$ cat config.mk
export PLATFORM = sky130hd
export DESIGN_NAME = grey_blur_3x3
export DESIGN_NICKNAME = d
export VERILOG_FILES = /design/src/rtl/grey_blur_3x3.sv
export SDC_FILE = /design/constraint.sdc
export NUM_CORES = 2
export LEC_CHECK = 0
export BUFFER_PORTS_ARGS = -buffer_cell sky130_fd_sc_hd__buf_4
export CORE_MARGIN = 3
export CORE_UTILIZATION = 49
export CTS_BUF_LIST = sky130_fd_sc_hd__clkbuf_8
export DETAILED_ROUTE_END_ITERATION = 8
export SLEW_MARGIN = 20
export SYNTH_ARGS = -nofsm -noshare
export SYNTH_HDL_FRONTEND = slang
export SYNTH_MEMORY_MAX_BITS = 65536
export SYNTH_SLANG_ARGS = --single-unit
$ cat constraint.sdc
create_clock -name i_clk -period 14.45 [get_ports i_clk]
set_input_delay 2.89 -clock i_clk [delete_from_list [all_inputs] [get_ports i_clk]]
set_output_delay 2.89 -clock i_clk [all_outputs]
set_load 0.01 [all_outputs]
$ cat src/rtl/grey_blur_3x3.sv
// Streaming 3x3 Gaussian blur (1-2-1 separable kernel) on an 8-bit grey raster stream.
// Two line buffers feed a 3x3 window. Each interior window position yields one
// rounded blurred pixel on a vld/busy output channel with a single output register.
module grey_blur_3x3 #(
    parameter int IMG_W = 256,
    parameter int IMG_H = 256
) (
    input  logic        i_clk,
    input  logic        i_rst,
    input  logic        i_grey_vld,
    input  logic [23:0] i_grey_data,
    output logic        i_grey_busy,
    input  logic        o_blur_busy,
    output logic        o_blur_vld,
    output logic [23:0] o_blur_data
);

    localparam int CW = (IMG_W > 1) ? $clog2(IMG_W) : 1;
    localparam int RW = (IMG_H > 1) ? $clog2(IMG_H) : 1;

    // Raster position of the next input pixel
    logic [CW-1:0] col_q;
    logic [RW-1:0] row_q;

    // Line buffers: lb0 holds the previous row, lb1 the row before that
    logic [7:0] lb0_q [IMG_W];
    logic [7:0] lb1_q [IMG_W];

    // 3x3 window [row top..bottom][col left..right] and its post-shift value
    logic [7:0] win_q [3][3];
    logic [7:0] win_d [3][3];

    logic        o_blur_vld_q;
    logic [23:0] o_blur_data_q;

    logic        acc;
    logic        emit;
    logic [7:0]  pix;
    logic [11:0] sum;
    logic [11:0] sum_rnd;
    logic [7:0]  y;

    // Only the low byte carries the grey value; the upper copies are ignored
    logic unused_grey_hi;
    assign unused_grey_hi = ^i_grey_data[23:8];

    assign pix         = i_grey_data[7:0];
    // A full output register that is stalled blocks every input, emitting or not
    assign i_grey_busy = o_blur_vld_q & o_blur_busy;
    assign acc         = i_grey_vld & ~i_grey_busy;
    assign emit        = acc && (row_q >= RW'(2)) && (col_q >= CW'(2));

    assign o_blur_vld  = o_blur_vld_q;
    assign o_blur_data = o_blur_data_q;

    function automatic logic [11:0] ext(input logic [7:0] v);
        return {4'd0, v};
    endfunction

    // Window after the left shift, with the new right column from the buffers and input
    always_comb begin
        // NOTE: every output of a combinational block is assigned on every path, so no latch is inferred.
        for (int r = 0; r < 3; r++) begin
            win_d[r][0] = win_q[r][1];
            win_d[r][1] = win_q[r][2];
        end
        win_d[0][2] = lb1_q[col_q];
        win_d[1][2] = lb0_q[col_q];
        win_d[2][2] = pix;
    end

    // Weighted 1-2-1 x 1-2-1 sum (max 16*255 = 4080) and round-to-nearest divide by 16
    always_comb begin
        sum = ext(win_d[0][0])        + (ext(win_d[0][1]) << 1) + ext(win_d[0][2])
            + (ext(win_d[1][0]) << 1) + (ext(win_d[1][1]) << 2) + (ext(win_d[1][2]) << 1)
            + ext(win_d[2][0])        + (ext(win_d[2][1]) << 1) + ext(win_d[2][2]);
        sum_rnd = sum + 12'd8;
        y       = sum_rnd[11:4];
    end

    // Line buffers and window advance on every accepted pixel
    always_ff @(posedge i_clk) begin
        // NOTE: line buffers and window are not reset; stale contents never reach the output because emit excludes them.
        if (acc) begin
            lb1_q[col_q] <= lb0_q[col_q];
            lb0_q[col_q] <= pix;
            for (int r = 0; r < 3; r++) begin
                for (int c = 0; c < 3; c++) begin
                    win_q[r][c] <= win_d[r][c];
                end
            end
        end
    end

    // Column/row counters wrapping at row end and frame end
    always_ff @(posedge i_clk or negedge i_rst) begin
        // NOTE: non-blocking assignments so every register samples pre-edge values.
        if (!i_rst) begin
            col_q <= '0;
            row_q <= '0;
        end else if (acc) begin
            if (col_q == CW'(IMG_W - 1)) begin
                col_q <= '0;
                row_q <= (row_q == RW'(IMG_H - 1)) ? '0 : row_q + RW'(1);
            end else begin
                col_q <= col_q + CW'(1);
            end
        end
    end

    // Output register: load on emit, otherwise drain when the word is taken
    always_ff @(posedge i_clk or negedge i_rst) begin
        if (!i_rst) begin
            o_blur_vld_q  <= 1'b0;
            o_blur_data_q <= '0;
        end else if (emit) begin
            o_blur_vld_q  <= 1'b1;
            o_blur_data_q <= {y, y, y};
        end else if (o_blur_vld_q && !o_blur_busy) begin
            o_blur_vld_q  <= 1'b0;
        end
    end

endmodule

== Yosys cells after proc, flatten, opt, wreduce, memory -nomap -nowiden ==
Memories as Yosys holds them, arrays and structs flattened.
Index checks and enable logic that the tools add are counted.

* Register bits after elaboration: 41
* Memories kept: 3
* RAM bits: 4168
* Word-level logic and storage cells: 37

* Reductions and logical operators: 6
* Muxes and demuxes: 6
* Order comparisons: 2
* Equal/unequal tests: 2
* Bitwise logic cells: 3
* Add/subtract/negate cells: 11

{| class="wikitable"
|+ Memory list
! name !! depth !! width !! read ports !! clocked after memory_dff !! write ports !! line !! text
|-
| lb0_q || 256 || 8 || 1 || 0 || 1 || 26 || <nowiki>logic [7:0] lb0_q [IMG_W];</nowiki>
|-
| lb1_q || 256 || 8 || 1 || 0 || 1 || 27 || <nowiki>logic [7:0] lb1_q [IMG_W];</nowiki>
|-
| win_q || 3 || 24 || 3 || 0 || 3 || 30 || <nowiki>logic [7:0] win_q [3][3];</nowiki>
|}

{| class="wikitable"
|+ Operators by type and width
! kind !! number
|-
| 12-bit by 8-bit adder with 12-bit output || 2
|-
| 12-bit by 9-bit adder with 12-bit output || 2
|-
| 8-bit by 1-bit adder with 8-bit output, second input constant || 2
|-
| 8-bit == test, second input constant || 2
|-
| 8-bit by 2-bit >= comparator with 1-bit output, second input constant || 2
|-
| 8-bit two-way mux || 2
|-
| 11-bit by 9-bit adder with 12-bit output || 1
|-
| 12-bit by 10-bit adder with 12-bit output || 1
|-
| 12-bit by 4-bit adder with 12-bit output, second input constant || 1
|-
| 10-bit by 8-bit adder with 11-bit output || 1
|-
| 8-bit by 9-bit adder with 10-bit output || 1
|-
| 1-bit two-way mux || 4
|-
| 1-bit logical AND || 3
|-
| 1-bit AND || 2
|-
| 2-bit AND reduction || 1
|-
| 2-bit nonzero test || 1
|-
| 1-bit zero test || 1
|-
| 1-bit inverter || 1
|}

== Logic depth before layout (Yosys ltp) ==
* Depth after elaboration: 9
* Gate-level depth with buffers: 27

== Least setup slack after synthesis ==
No wires, ideal clock.

* Path kind: register to register
* Start: register col_q[0]
* End: memory lb1_q[0][3], data pin
* Path slack: 3.735 ns
* Data required time: 12.815 ns
* Clock period less this slack: 10.715 ns
* Cell stages (with the launch flop): 13
* Data arrival time: 9.081 ns
* Buffers on the path: 6
* Path through: dfrtp_1 buf_6 buf_6 buf_6 buf_6 buf_4 buf_4 mux2i_1 o22ai_1 a21oi_1 a21oi_1 nor3_1 o221ai_1

{| class="wikitable"
|+ RTL lines
! what !! line !! text
|-
| start, declared || 22 || <nowiki>logic [CW-1:0] col_q;</nowiki>
|-
| start signal, assigned || 106 || <nowiki>col_q <= col_q + CW'(1);</nowiki>
|-
| end, declared || 27 ||
|}

==> flow_summary.yaml <==
clock_tree:
  root_buffer: "clkbuf_8"
  clk_pin_slew_ns: 0.06
  postCtsSetupBuffers: 0
  cts_resized: 0
  cts_tree: "yes"
  ctsHtreeMaxLevel: 6
  cts.hold.buffers_added: 0
  clockBufferDepth: 4
  cts.sinks: 4169
  numCtsBuffers: 669
  clock_latency_ns: 1.26
yosys:
  synth_top_flop_cell: "edfxtp_1"
  ys_ff_latch: 4169
  avgSynthCellArea_sq_um: 21.7
  yosys_warnings: 0
  synth_area_sq_um: 162000
  ys_top_cells_by_area: "edfxtp_1 77%, mux4_2 11%, mux2i_1 2.7%"
  ys_seq_area_frac: 0.773
  synth_edf_count: 4144
  synthDominantCellAreaShare: 0.769
  synth_top_cell_by_area: "edfxtp_1"
  synth_cells: 7445
  yosys.cell_types.count: 57
  synthArstFlopShare: 0.00600
  syn_nets: 7551
timing:
  finClkSkew_ns: 0.103
  rsz0062_at_grt: "no"
  min_period_ns: 8.67
  setup_viol: 0
  setup-tns-final_ns: 0
  max_slew.worst_pin.slew_ns: 1.21
  maxSlewViolCount: 0
  layout_setup_ws_ns: 5.78
  timing.fmax_ghz: 0.115
  hold_violations: 0
  period_share: 0.600
  max_slew_margin: 0.186
placed_design:
  dp_slack_ns: 5.76
  placedInstanceArea_sq_um: 169000
  place.gp.congestion: 0.832
  io_buffers: 37
  dp_hpwl_um: 242000
finish:
  nNetsFinal: 8200
  areaGrowthSynthToFinish_pct: 11.8
  final_layout_size_suffix_gt1_frac: 0.268
  fin_area_sq_um: 181000
die:
  die-area_sq_um: 337000
  start_util: 0.493
  row_count: 210
  core-area_sq_um: 328000
  die_h_um: 580
  dieWidth_um: 580
  io-pin-count: 54
drt:
  dr.pass1.iters: 6
  ant_nets: 0
  drt_iter0_drc: 9225
  vias_per_cell: 6.19
  routed-via-count: 80300
  post-route-drc-count: 0
  wl_per_cell_um: 33.0
  wirelength_um: 427000
hold_path:
  min_path_cells: 0
  hp-class: "flip-flop to flip-flop"
grt:
  grt_usage: 0.252
  grt_pass1_vias: 81400
  grt_pass1_wl_um: 607000
  overflow: 0
  antenna_found_initial: 27
  grt_start_max_net_pins: 210
pwr:
  pwr_density_cell_nw_per_um2: 220
  vdd_drop_max_v: 0.000698
  power_mw: 39.8
  p_leak_nw: 58.0
critical_path:
  worstPathMaxFanout: 34
  reg2reg_depth: 22
  critPathCaptureType: "flip-flop"
  arrival_ns: 9.72
  crit_path_start_kind: "flip-flop"
  cp.required_ns: 15.50
  crit_type: "flip-flop to flip-flop"
outcome:
  outcome: "complete, no violations"
flow_run:
  maxCapViolations: 0
[area by class of cell]
| type | count | area (sq um) |
|---|---|---|
| antenna | 9 | 22.5 |
| sequential | 4169 | 125000 |
| clock buffer | 680 | 9360 |
| clock inverter | 503 | 2620 |
| fill | 24900 | 147000 |
| timing repair buffer | 443 | 3730 |
| inverter | 74 | 278 |
| tap | 4346 | 5440 |
| multi-input combinational | 2737 | 34300 |
[routing by layer]
metal	GRT usage	up-vias	wire length, um
met4	0.0799	18	14100
met1	0.356	43000	172000
met3	0.0583	742	39500
met5	0	-	159
li1	-	32800	-
met2	0.392	3742	202000
[per-stage QoR]
stage	instances	hold WS [ns]	util
final	13000	0.463	0.551
after global routing	13000	0.475	0.551
after CTS	12900	0.461	0.551
after detailed placement	11800	0.443	0.514
after global placement	11800	0.435	0.514
after floorplan	7445	0.426	-
[worst max-delay path, stage by stage (launching register included)]
cell       delay, ns
dfrtp_4         0.97
buf_4           0.54
buf_4           0.63
mux4_2          0.59
mux2_2          0.32
a221oi_1        0.99
nor4_1          0.23
nand2_1         0.30
o2111ai_1       0.27
fa_1            0.57
fa_1            0.55
inv_1           0.05
fa_1            0.49
inv_1           0.05
fa_1            0.44
ha_1            0.31
o21ai_0         0.10
o21ai_0         0.25
a21o_1          0.18
nand4_1         0.13
a31oi_1         0.19
xnor2_1         0.16
o21ai_0         0.10
[flip-flops by register name (all words and copies together), names as in the netlist]
name / count
col_q: 8
lb0_q: 2048
lb1_q: 2048
o_blur_data: 8
o_blur_vld: 1
row_q: 8
win_q: 48
[layout by cell type (no fill, tap or decap), drive strengths merged, types with 10 or more instances in the layout]
master	n
mux2	172
o21ai	31
o211ai	31
nor2	282
nand2b	31
nand4	20
and4	12
inv	367
a21oi	90
a221oi	167
dfrtp	25
nand3	47
mux4	825
mux2i	434
nor4	36
o22ai	31
ha	25
a22oi	42
nand2	107
edfxtp	4144
buf	438
xnor2	10
clkinv	197
clkbuf	685
o221ai	192
a22o	12
fa	53
nor3	14
[Yosys cell counts, types with 4 or more instances]
master    number
edfxtp_1    4144
mux4_2       825
mux2i_1      434
nor2_1       282
clkbuf_1     209
o221ai_1     192
mux2_2       172
a221oi_1     167
nand2_1      107
buf_2        101
a21oi_1       90
buf_4         85
inv_1         74
fa_1          53
nand3_1       47
a22oi_1       42
buf_6         39
nor4_1        36
buf_1         31
nand2b_1      31
o211ai_1      31
o22ai_1       31
o21ai_0       28
dfrtp_1       25
ha_1          25
nand4_1       20
nor3_1        14
a22o_1        12
and4_1        12
xnor2_1       10
nor2b_1        9
a211oi_1       8
o21a_1         6
o31ai_1        5
a221o_1        4
a31oi_1        4
and3_1         4
xor2_1         4
[final timing paths]
path                                            start                           to  slack [ns]
worst max-delay path             col_q[0]$_DFFE_PN0P_  o_blur_data[15]$_DFFE_PN0P_        5.78
worst min-delay path            win_q[1][7]$_DFFE_PP_       win_q[1][15]$_DFFE_PP_        0.46
worst max register to register   col_q[0]$_DFFE_PN0P_  o_blur_data[15]$_DFFE_PN0P_        5.78
worst min register to register  win_q[1][7]$_DFFE_PP_       win_q[1][15]$_DFFE_PP_        0.46
max in group asynchronous                       i_rst         col_q[1]$_DFFE_PN0P_       12.45
min in group asynchronous                       i_rst  o_blur_data[16]$_DFFE_PN0P_        1.60
[report_power, final]
group	internal, mW	total (mW)	switching (mW)
combinational	4.42	14.1	9.67
clock	4.54	9.20	4.66
sequential	16.4	16.5	0.154
total	25.4	39.8	14.5
[kinds of logic after synthesis]
logic type	after synthesis	share of synthesized area
multiplexers	1431	0.154
AO/OA/AOI/OAI	638	0.0305
flip-flops	4169	0.773
buffers and inverters	539	0.0171
AND/OR/NAND/NOR	576	0.0160
XOR/XNOR	14	0.000758
adder cells (fa/ha/maj)	78	0.00850
Power figures use the tool's default switching activity.
